[src/rtl/expr_eval_sched_if.sv]
// Request/response and shared-datapath signal bundle for expr_eval_sched.
interface expr_eval_sched_if #(
  parameter int NREQ = 4,
  parameter int OPW  = 60,
  parameter int RESW = 90,
  parameter int IDW  = 2
);
  logic [NREQ-1:0]     req_valid;
  logic [NREQ-1:0]     req_ready;
  logic [NREQ*OPW-1:0] req_ops;
  logic [OPW-1:0]      exp_ops;
  logic [RESW-1:0]     exp_y;
  logic                rsp_valid;
  logic                rsp_ready;
  logic [RESW-1:0]     rsp_data;
  logic [IDW-1:0]      rsp_id;
  logic                busy;

  modport master (
    output req_valid, req_ops, exp_y, rsp_ready,
    input  req_ready, exp_ops, rsp_valid, rsp_data, rsp_id, busy
  );

  modport slave (
    input  req_valid, req_ops, exp_y, rsp_ready,
    output req_ready, exp_ops, rsp_valid, rsp_data, rsp_id, busy
  );
endinterface

[src/rtl/expr_eval_sched.sv]
// Round-robin scheduler sharing one combinational expression unit among NREQ requesters.
// Optional macro EXPR_SCHED_SIG_EN adds a 32-bit response signature (sig, sig_clr).
module expr_eval_sched #(
  parameter int NREQ     = 4,
  parameter int OPW      = 60,
  parameter int RESW     = 90,
  parameter int EVAL_LAT = 1,
  parameter int IDW      = 2
) (
  input  logic             clk,
  input  logic             rst_n,
`ifdef EXPR_SCHED_SIG_EN
  input  logic             sig_clr,
  output logic [31:0]      sig,
`endif
  expr_eval_sched_if.slave bus
);

  typedef enum logic [1:0] {IDLE, EVAL, RESP} state_t;

  state_t         state;
  logic [IDW-1:0] last_grant;
  logic [IDW-1:0] id_reg;
  logic [IDW-1:0] gnt_idx;
  logic [IDW-1:0] cand;
  logic           gnt_found;
  logic [2:0]     counter;
  logic [OPW-1:0] ops_arr [NREQ];
  logic           rsp_hs;

  always_comb begin
    for (int unsigned i = 0; i < NREQ; i++) begin
      ops_arr[i] = bus.req_ops[i*OPW +: OPW];
    end
  end

  // Circular search starting one past the previous grant; the first hit wins.
  always_comb begin
    gnt_found = 1'b0;
    gnt_idx   = '0;
    cand      = '0;
    for (int unsigned k = 1; k <= NREQ; k++) begin
      cand = IDW'((32'(last_grant) + k) % NREQ);
      if (!gnt_found && bus.req_valid[cand]) begin
        gnt_found = 1'b1;
        gnt_idx   = cand;
      end
    end
  end

  assign bus.req_ready = (rst_n && state == IDLE && gnt_found) ? (NREQ'(1) << gnt_idx) : '0;
  assign bus.busy      = (state != IDLE);
  assign rsp_hs        = (state == RESP) && bus.rsp_valid && bus.rsp_ready;

  always_ff @(posedge clk) begin
    if (!rst_n) begin
      state         <= IDLE;
      last_grant    <= IDW'(NREQ - 1);
      id_reg        <= '0;
      counter       <= '0;
      bus.exp_ops   <= '0;
      bus.rsp_valid <= 1'b0;
      bus.rsp_data  <= '0;
      bus.rsp_id    <= '0;
    end else begin
      unique case (state)
        IDLE: begin
          if (gnt_found) begin
            bus.exp_ops <= ops_arr[gnt_idx];
            id_reg      <= gnt_idx;
            last_grant  <= gnt_idx;
            counter     <= 3'(EVAL_LAT);
            state       <= EVAL;
          end
        end
        EVAL: begin
          if (counter != 3'd0) begin
            counter <= counter - 3'd1;
          end else begin
            bus.rsp_data  <= bus.exp_y;
            bus.rsp_id    <= id_reg;
            bus.rsp_valid <= 1'b1;
            state         <= RESP;
          end
        end
        RESP: begin
          if (rsp_hs) begin
            bus.rsp_valid <= 1'b0;
            state         <= IDLE;
          end
        end
        default: state <= IDLE;
      endcase
    end
  end

`ifdef EXPR_SCHED_SIG_EN
  localparam int NCH = (RESW + 31) / 32;

  logic [NCH*32-1:0] rsp_pad;
  logic [31:0]       fold;

  always_comb begin
    rsp_pad             = '0;
    rsp_pad[RESW-1:0]   = bus.rsp_data;
    fold                = '0;
    for (int unsigned c = 0; c < NCH; c++) begin
      fold = fold ^ rsp_pad[c*32 +: 32];
    end
  end

  // Clear outranks an update landing in the same cycle.
  always_ff @(posedge clk) begin
    if (!rst_n || sig_clr) begin
      sig <= '0;
    end else if (rsp_hs) begin
      sig <= {sig[30:0], sig[31] ^ sig[21] ^ sig[1] ^ sig[0]} ^ fold;
    end
  end
`endif

endmodule

[src/flat_wrapper.sv]
// flat-port wrapper written by rule: the top's interface ports become plain ports
module expr_eval_sched_flat 
#(
  parameter int NREQ     = 4,
  parameter int OPW      = 60,
  parameter int RESW     = 90,
  parameter int EVAL_LAT = 1,
  parameter int IDW      = 2
)
  (clk, rst_n, bus_req_valid, bus_req_ops, bus_exp_y, bus_rsp_ready, bus_req_ready, bus_exp_ops, bus_rsp_valid, bus_rsp_data, bus_rsp_id, bus_busy);
  expr_eval_sched_if #(.NREQ(NREQ), .OPW(OPW), .RESW(RESW), .IDW(IDW)) bus_i ();
  input  logic clk;
  input  logic rst_n;
  input wire logic [$bits(bus_i.req_valid)-1:0] bus_req_valid;
  input wire logic [$bits(bus_i.req_ops)-1:0] bus_req_ops;
  input wire logic [$bits(bus_i.exp_y)-1:0] bus_exp_y;
  input wire logic [$bits(bus_i.rsp_ready)-1:0] bus_rsp_ready;
  output wire logic [$bits(bus_i.req_ready)-1:0] bus_req_ready;
  output wire logic [$bits(bus_i.exp_ops)-1:0] bus_exp_ops;
  output wire logic [$bits(bus_i.rsp_valid)-1:0] bus_rsp_valid;
  output wire logic [$bits(bus_i.rsp_data)-1:0] bus_rsp_data;
  output wire logic [$bits(bus_i.rsp_id)-1:0] bus_rsp_id;
  output wire logic [$bits(bus_i.busy)-1:0] bus_busy;
  assign bus_i.req_valid = bus_req_valid;
  assign bus_i.req_ops = bus_req_ops;
  assign bus_i.exp_y = bus_exp_y;
  assign bus_i.rsp_ready = bus_rsp_ready;
  assign bus_req_ready = bus_i.req_ready;
  assign bus_exp_ops = bus_i.exp_ops;
  assign bus_rsp_valid = bus_i.rsp_valid;
  assign bus_rsp_data = bus_i.rsp_data;
  assign bus_rsp_id = bus_i.rsp_id;
  assign bus_busy = bus_i.busy;
  expr_eval_sched #(.NREQ(NREQ), .OPW(OPW), .RESW(RESW), .EVAL_LAT(EVAL_LAT), .IDW(IDW)) u_core (.clk(clk), .rst_n(rst_n), .bus(bus_i));
endmodule
[config.mk]
export PLATFORM = sky130hd
export DESIGN_NAME = expr_eval_sched_flat
export DESIGN_NICKNAME = d
export VERILOG_FILES = /design/src/rtl/expr_eval_sched_if.sv /design/src/rtl/expr_eval_sched.sv /design/src/flat_wrapper.sv
export SDC_FILE = /design/constraint.sdc
export NUM_CORES = 1
export LEC_CHECK = 0
export ABC_AREA = 1
export BUFFER_PORTS_ARGS = -buffer_cell sky130_fd_sc_hd__buf_2
export CAP_MARGIN = 20
export CORE_AREA = 10 10 184 186
export DETAILED_ROUTE_END_ITERATION = 16
export DIE_AREA = 0 0 194 196
export PLACE_DENSITY = 0.61
export SYNTH_ARGS = -nofsm -noshare
export SYNTH_HDL_FRONTEND = slang
export SYNTH_SLANG_ARGS = --single-unit
[constraint.sdc]
create_clock -name clk -period 2.13 [get_ports clk]
set_input_delay 0 -clock clk [delete_from_list [all_inputs] [get_ports clk]]
set_output_delay 0 -clock clk [all_outputs]
set_load 0.02 [all_outputs]
==> summary.md, run 1 <==
| Metric | Value |
|---|---|
| Status | `complete, but fails checks` |
| Failing checks | `negative setup slack` |
| Core ar. | `30300 µm²` |
| Final min period | `2.19 ns` |
| Tot GR Track Use | `0.227` |
| Yosys Warn Count | `0` |
| Library cells used by synthesis | `23` |
| Final cell count without fillers | `2597` |
| Syn nets | `1715` |
| Fin util | `0.521` |
| Top Registers | `u_core.bus.rsp_data x90, u_core.bus.exp_ops x60, u_core.counter x3` |
| Synth Register Bits | `162` |
| Setup violators final | `8` |
| PortBufs | `494` |
| Total placed cells including tap cells | `2224` |
| DRC | `0` |
| WHS Path Cells | `7` |
| CTS max path bufs | `2` |
| Worst-skew pair later-pin latency | `0.44 ns` |
| Worst slack at placement | `-0.129 ns` |
| Drt via density | `4.76` |
| Die area | `38000 µm²` |
| Die Y | `196 µm` |
| Total grt overflow | `0` |
| Largest cells by area after synthesis | `dfxtp_1 (39%), nand2_1 (27%), nor2_1 (9.9%)` |
| Clock sink count | `162` |
| Most flop-heavy register | `u_core.bus.rsp_data` |
| Total Nets Final | `2509` |
| Pleak | `8.42 nW` |
| Register area share after synthesis | `0.388` |
| Vias in the first global route | `12196` |
| Clock root buffer | `clkbuf_16` |
| RSZ-0062 raised after global routing | `yes` |
| Max Slew Vio Count | `0` |
| FF+latch area | `3250 µm²` |
| Clock power share | `0.115` |
| Clock Skews | `0.0138 ns` |
| Min-delay src | `bus_req_ops[207]` |
| Logic gate share of total power | `0.707` |
| Worst Setup End Kind | `output port` |
| Cell family with most CP delay | `simple AND/OR/NAND/NOR gates` |
| R2R Path Start | `u_core.last_grant[1]$_SDFFE_PN1P_` |
| H-tree lvl count | `4` |
| CP max stage delay | `0.39 ns` |
| Die span in x | `194 µm` |
| Via count | `12351` |
| Net Sw Frac | `0.510` |
| Worst slew pin tran | `0.839 ns` |
| Fillcell total | `2882` |
| Reported net switching power | `0.0138 W` |
| Critical Path, Cell by Cell | `inv_2 > nand2_1 > nand2_2 > nand2_2 > nand2_4 > nor2_4 > nand2_2 > nor2_4 > nor2_4 > inv_4 > buf_12 > nand2_8 > nor2_4 > buf_6` |
| Top cell type's share of synthesized area | `0.388` |
| Internal | `0.0132 W` |
| # IOs | `495` |
| Most common cell after layout, fill and taps aside | `nand2_1` |
| Hold Path Class | `input pin to flop` |
| Max Cap Violations | `0` |
| Power Density | `1710 nW/µm²` |
| Row cnt | `64` |
| Top cell type by total area after synthesis | `dfxtp_1` |
| Bufs and invs on worst path | `4` |
| Worst path depth | `14` |
| Avg Inst Size Synth | `6.07 µm²` |
| CP dominant cell by count | `nor2_4` |
| Total Power | `0.0270 W` |
| Clock slew at reported path FFs | `0.07 ns` |
| Worst Path Required | `2.13 ns` |
| Worst Path Arrival | `2.19 ns` |
| Proportion of layout cells with a drive suffix above 1 | `0.308` |
| Routed len/inst | `18.8 µm` |
| CTS tree | `yes` |
| Initial antenna violation count | `16` |
| Most frequent cells in the layout | `nand2_1 (569), buf_2 (490), dlygate4sd3_1 (291)` |
| Slowest library cell on the worst path | `dfxtp_2` |
| Area of the multi-input gates | `4690 µm²` |
| First-pass GRT wire length | `68600 µm` |
| CP Class | `flop to output port` |
| Slew margin rel. | `0.440` |
| Initial Utilization | `0.276` |
| Sequential power share | `0.178` |
| Final Hold Fails | `0` |
| Largest net degree at the start of global routing | `62` |
| Initial DRT Pass Iterations | `6` |
| DRT antenna net count | `0` |
| Hold_ws | `0.0177 ns` |
| Crit path max fanout | `8` |
| Post-Synthesis Cells | `1376` |
| Initial DRC count | `927` |
| Post-synthesis cell area | `8350 µm²` |
| Reg2Reg Depth | `16` |
| Global placement routability congestion | `0.891` |
| Max Clock Freq | `0.457 GHz` |
| Post-DP HPWL | `31600 µm` |
| TritonCTS Buffers | `17` |
| Setup ws final | `-0.0579 ns` |
| Peak supply drop | `843 µV` |
| Final period util | `1.03` |
| Post-Route WL | `48800 µm` |
| P&R area growth vs syn | `88.7%` |
| CP Launch Type | `flop` |
| CP startpoint | `u_core.last_grant[1]$_SDFFE_PN1P_` |
| Largest register FFs | `90` |
synthesized netlist by cell type:
library cell and instances:
nor2_1 220, nor2_4 2, o21ai_1 1, a31oi_1 2, o211ai_1 1, a22oi_1 1
inv_6 1, o21ai_0 97, clkbuf_1 41, nand2_1 592, a21oi_1 5, dfxtp_1 162
inv_1 29, and3_1 1, inv_2 7, buf_2 39, buf_4 4, ha_1 2
buf_6 12, nand3_2 2, nand2_2 8, nand3_1 144, nor3_1 3
layout make-up:
type | instances | area share
multi-input combinational | 1081 | 0.298
tap | 396 | 0.0314
clock inverter | 12 | 0.00770
timing repair buffer | 871 | 0.416
sequential | 162 | 0.206
antenna | 18 | 0.00286
inverter | 37 | 0.00992
clock buffer | 20 | 0.0283
per-stage QoR:
step,cell area (µm²),setup TNS [ns]
floorplan,8350,0
global placement,11400,-0.228
detailed placement,11400,-0.129
CTS,15200,-0.281
global route,15800,-6.35
finish,15800,-0.282
cells by family (layout without fill, tap and decap cells):
logic type | Yosys count | count (layout) | share of synthesized area
AOI/OAI and AO/OA | 107 | 107 | 0.0650
DFF | 162 | 162 | 0.388
and+or+nand+nor | 972 | 972 | 0.465
other | 0 | 18 | 0
buffers and inverters | 133 | 940 | 0.0788
adders and majority gates | 2 | 2 | 0.00300
per-layer routing:
metal / up-vias / part of all wire / track usage
li1: 5912 / - / -
met2: 651 / 0.51 / 0.411
met3: 171 / 0.070 / 0.0452
met1: 5617 / 0.37 / 0.246
met4: 0 / 0.047 / 0.118
met5: - / 0 / 0
worst reg2reg max path, stage by stage (launching register included):
cell	delay, ns
dfxtp_2	0.39
inv_2	0.12
nand2_1	0.10
nand2_2	0.08
nand2_2	0.10
nand2_4	0.07
nor2_4	0.15
nand3_4	0.13
buf_4	0.18
buf_12	0.16
buf_6	0.15
nand3_1	0.08
nand2_1	0.07
nand2_1	0.09
nand2_1	0.10
nand2_1	0.07
nand2_1	0.05
power by group through the flow:
stage	clock, W	sequential (W)	combinational (W)
after floorplan	0	0.00606	0.00897
after global placement	0	0.00477	0.0151
after detailed placement	0	0.00481	0.0152
after CTS	0.00319	0.00476	0.0166
after global routing	0.00330	0.00494	0.0209
final	0.00311	0.00480	0.0191
final timing paths:
path / endpoint / slack (ns)
max: bus_req_ready[2] / -0.06
min: u_core.bus.exp_ops[27]$_SDFFE_PN0P_ / 0.02
max reg2reg: u_core.bus.exp_ops[38]$_SDFFE_PN0P_ / -0.04
min reg2reg: u_core.bus.exp_ops[48]$_SDFFE_PN0P_ / 0.45
timing repair:
action,in CTS,in global routing
resized for setup,36,66
hold endpoints to repair,153,0
hold buffers,291,0
gates cloned,1,12
setup endpoints to repair,4,74
pin swaps,13,19
buffers inserted,13,9
Power figures use the tool's default switching activity.
==> run 2, diff against run 1 <==
--- a/config.mk
+++ b/config.mk
@@ -5,13 +5,12 @@
 export SDC_FILE = /design/constraint.sdc
 export NUM_CORES = 1
 export LEC_CHECK = 0
-export ABC_AREA = 1
 export BUFFER_PORTS_ARGS = -buffer_cell sky130_fd_sc_hd__buf_2
 export CAP_MARGIN = 20
-export CORE_AREA = 10 10 184 186
+export CORE_AREA = 10 10 183 185
 export DETAILED_ROUTE_END_ITERATION = 16
-export DIE_AREA = 0 0 194 196
-export PLACE_DENSITY = 0.61
+export DIE_AREA = 0 0 193 195
+export PLACE_DENSITY = 0.6
 export SYNTH_ARGS = -nofsm -noshare
 export SYNTH_HDL_FRONTEND = slang
 export SYNTH_SLANG_ARGS = --single-unit
==> run 2 against run 1 <==
The run now ends clean. Area after synthesis is 6.6% lower. Highest routed layer unchanged. Sequential share of layout area rose by 1.4 points. Worst hold slack got worse by 0.0096 ns. Critical endpoint is now u_core.bus.exp_ops[8]$_SDFFE_PN0P_. Utilization is 2.9 points lower. Clock power rose by 9.3%. Fmax rose by 4.9%. Final cell count decreased by 19%. Design area decreased by 6.3%. Combinational power fell by 55%. Non-clock buffer count down 31. Power down 38%. Wire length fell by 12%.
==> summary.md, run 2 <==
| Metric | Value |
|---|---|
| Status | `completed (was complete, but fails checks)` |
| Most flop-heavy register | `u_core.bus.rsp_data (unchanged)` |
| Register area share after synthesis | `0.416 (was 0.388)` |
| Hold Path Class | `input pin to flop (unchanged)` |
| Total grt overflow | `0 (unchanged)` |
| Die span in x | `193 µm (was 194 µm)` |
| Max Cap Violations | `0 (unchanged)` |
| Final Hold Fails | `0 (unchanged)` |
| Crit path max fanout | `23 (was 8)` |
| Initial Utilization | `0.260 (was 0.276)` |
| Syn nets | `1254 (was 1715)` |
| Worst Path Required | `2.44 ns (was 2.13 ns)` |
| Worst slew pin tran | `0.755 ns (was 0.839 ns)` |
| Most frequent cells in the layout | `buf_2 (492), dlygate4sd3_1 (308), nand2_1 (233) (was nand2_1 (569), buf_2 (490), dlygate4sd3_1 (291))` |
| Final min period | `2.08 ns (was 2.19 ns)` |
| Largest register FFs | `90 (unchanged)` |
| H-tree lvl count | `4 (unchanged)` |
| Final cell count without fillers | `2111 (was 2597)` |
| Largest net degree at the start of global routing | `92 (was 62)` |
| Post-route cell area | `14800 µm² (was 15800 µm²)` |
| TritonCTS Buffers | `17 (unchanged)` |
| DRC | `0 (unchanged)` |
| Max Slew Vio Count | `0 (unchanged)` |
| Tot GR Track Use | `0.205 (was 0.227)` |
| Yosys Warn Count | `0 (unchanged)` |
| # IOs | `495 (unchanged)` |
| Setup tns final | `0 ns (was -0.282 ns)` |
| EDFF count, synth | `0 (unchanged)` |
| Drt via density | `4.84 (was 4.76)` |
| Dpl cell area | `10800 µm² (was 11400 µm²)` |
| First-pass GRT wire length | `61200 µm (was 68600 µm)` |
| DRT antenna net count | `0 (unchanged)` |
| Largest cells by area after synthesis | `dfxtp_1 (42%), a21boi_0 (12%), nand2_1 (11%) (was dfxtp_1 (39%), nand2_1 (27%), nor2_1 (9.9%))` |
| Top cell type's share of synthesized area | `0.416 (was 0.388)` |
| Global placement routability congestion | `0.836 (was 0.891)` |
| Die Y | `195 µm (was 196 µm)` |
| Async SR Flop Fraction | `0 (unchanged)` |
| Total Nets Final | `2031 (was 2509)` |
| Cell family with most CP delay | `buffers and inverters (was simple AND/OR/NAND/NOR gates)` |
| Die area | `37600 µm² (was 38000 µm²)` |
| Clock Skews | `0.0124 ns (was 0.0138 ns)` |
| Most common cell after layout, fill and taps aside | `buf_2 (was nand2_1)` |
| Core ar. | `30000 µm² (was 30300 µm²)` |
| Critical Path, Cell by Cell | `nand2b_1 > o211ai_1 > clkbuf_16 > a21boi_0 > o21ai_1 > dlygate4sd3_1 > o211ai_1 (was inv_2 > nand2_1 > nand2_2 > nand2_2 > nand2_4 > nor2_4 > nand2_2 > nor2_4 > nor2_4 > inv_4 > buf_12 > nand2_8 > nor2_4 > buf_6)` |
| Top Registers | `u_core.bus.rsp_data x90, u_core.bus.exp_ops x60, u_core.counter x3 (unchanged)` |
| Worst-skew pair later-pin latency | `0.43 ns (was 0.44 ns)` |
| Bufs and invs on worst path | `2 (was 4)` |
| Slew margin rel. | `0.497 (was 0.440)` |
| Max Clock Freq | `0.480 GHz (was 0.457 GHz)` |
| Slowest library cell on the worst path | `dlygate4sd3_1 (was dfxtp_2)` |
| Top cell type by total area after synthesis | `dfxtp_1 (unchanged)` |
| Fillcell total | `2659 (was 2882)` |
| Synth top cells by count | `nand2_1 (234), dfxtp_1 (162), a21boi_0 (127) (was nand2_1 (592), nor2_1 (220), dfxtp_1 (162))` |
| Synth Register Bits | `162 (unchanged)` |
| Power Density | `1130 nW/µm² (was 1710 nW/µm²)` |
| Worst Setup End Kind | `flop (was output port)` |
| Via count | `10226 (was 12351)` |
| Initial DRT Pass Iterations | `5 (was 6)` |
| Proportion of layout cells with a drive suffix above 1 | `0.352 (was 0.308)` |
| Total placed cells including tap cells | `1748 (was 2224)` |
| CTS max path bufs | `2 (unchanged)` |
| Library cells used by synthesis | `38 (was 23)` |
| Post-Route WL | `42900 µm (was 48800 µm)` |
| Peak supply drop | `642 µV (was 843 µV)` |
| CP max stage delay | `0.57 ns (was 0.39 ns)` |
| Initial antenna violation count | `12 (was 16)` |
| CP Launch Type | `flop (unchanged)` |
| Clock sink count | `162 (unchanged)` |
| Post-DP HPWL | `26600 µm (was 31600 µm)` |
| Hold_ws | `0.00809 ns (was 0.0177 ns)` |
| Most instantiated library cell after synthesis | `nand2_1 (unchanged)` |
| Avg Inst Size Synth | `8.53 µm² (was 6.07 µm²)` |
| Top FF cell, synth | `dfxtp_1 (unchanged)` |
| Post-Synthesis Cells | `915 (was 1376)` |
| Clock root buffer | `clkbuf_16 (unchanged)` |
| PortBufs | `494 (unchanged)` |
| Final period util | `0.979 (was 1.03)` |
| Clock slew at reported path FFs | `0.08 ns (was 0.07 ns)` |
| Routed len/inst | `20.3 µm (was 18.8 µm)` |
| Pleak | `6.90 nW (was 8.42 nW)` |
| Vias in the first global route | `10777 (was 12196)` |
| Worst Path Arrival | `2.40 ns (was 2.19 ns)` |
| Setup violators final | `0 (was 8)` |
| Post-synthesis cell area | `7800 µm² (was 8350 µm²)` |
| Initial DRC count | `537 (was 927)` |
| P&R area growth vs syn | `89.2% (was 88.7%)` |
| Row cnt | `64 (unchanged)` |
| CP Class | `flop to flop (was flop to output port)` |
| CTS tree | `yes (unchanged)` |
| CP dominant cell by count | `o211ai_1 (was nor2_4)` |
-- run 2: cell types whose count changed after synthesis, moves of 15 or more --
| cell | previous run | this run |
|---|---|---|
| nand3_1 | 144 | 2 |
| clkbuf_1 | 41 | 56 |
| and3_1 | 1 | 61 |
| nand2_1 | 592 | 234 |
| o211ai_1 | 1 | 48 |
| inv_1 | 29 | 6 |
| a221o_1 | 0 | 15 |
| o21ai_0 | 97 | 50 |
| buf_2 | 39 | 16 |
| mux2i_1 | 0 | 46 |
| a21boi_0 | 0 | 127 |
| nor2_1 | 220 | 10 |
-- run 2: cells by family after synthesis --
kind of cell               count (synthesis)  share of synthesized area
xor gates and xnor gates                   1                    0.00112
adders and majority gates                  2                    0.00321
muxes                                     76                      0.108
buffers and inverters                     88                     0.0497
AOI/OAI and AO/OA                        262                      0.241
DFF                                      162                      0.416
and+or+nand+nor                          324                      0.182
-- run 2: layout make-up --
type,instances,area (µm²),area share
Antenna cell,10,25.0,0.00169
Clock buffer,17,425,0.0288
Clock inverter,15,208,0.0141
Inverter,6,22.5,0.00153
Multi-Input combinational cell,665,4230,0.286
Sequential cell,162,3240,0.220
Tap cell,396,495,0.0336
Timing Repair Buffer,840,6120,0.414
-- run 2: repair_timing --
action,4_1_cts,5_1_grt
hold buffers,308,0
pin swaps,0,4
hold endpoints to repair,154,0
endpoints found under the setup margin,2,7
resized for setup,2,13
cloned,2,5
buffers inserted,1,4
-- run 2: through the flow --
| step | power (W) | worst slack, ns | utilization |
|---|---|---|---|
| finish | 0.0167 | 0.0452 | 0.492 |
| global route | 0.0175 | -0.0123 | 0.492 |
| CTS | 0.0163 | -0.00847 | 0.485 |
| detailed placement | 0.0122 | 0.0294 | 0.358 |
| global placement | 0.0121 | -0.152 | 0.358 |
| floorplan | 0.00924 | 0.355 | - |
-- run 2: path summary, 6_finish.rpt --
check / cells past startpoint / slack (ns) / to / from
setup / recovery: 7 / 0.05 / u_core.bus.exp_ops[8]$_SDFFE_PN0P_ / u_core.last_grant[0]$_SDFFE_PN1P_
hold / removal: 4 / 0.008 / u_core.bus.exp_ops[22]$_SDFFE_PN0P_ / bus_req_ops[82]
setup reg to reg: 7 / 0.05 / u_core.bus.exp_ops[8]$_SDFFE_PN0P_ / u_core.last_grant[0]$_SDFFE_PN1P_
hold reg to reg: 2 / 0.45 / u_core.bus.rsp_data[40]$_SDFFE_PN0P_ / u_core.bus.rsp_data[40]$_SDFFE_PN0P_
-- run 2: worst register-to-register path, stage by stage (launching register included) --
cell and delay, ns:
dfxtp_2 0.33, nand2b_1 0.16, o211ai_1 0.26, clkbuf_16 0.31, a21boi_0 0.13, o21ai_1 0.14, dlygate4sd3_1 0.57, o211ai_1 0.08
-- run 2: per-layer routing --
metal,GRT usage,up-vias,routed length [µm]
li1,-,4754,-
met1,0.225,4736,15900
met2,0.342,626,20600
met3,0.0699,110,4590
met4,0.109,0,1800
met5,0,-,0
-- run 2: report_power, final --
group	total [W]	internal (W)	switching (W)
sequential	0.00472	0.00413	0.000590
combinational	0.00853	0.00343	0.00510
clock	0.00340	0.00191	0.00149
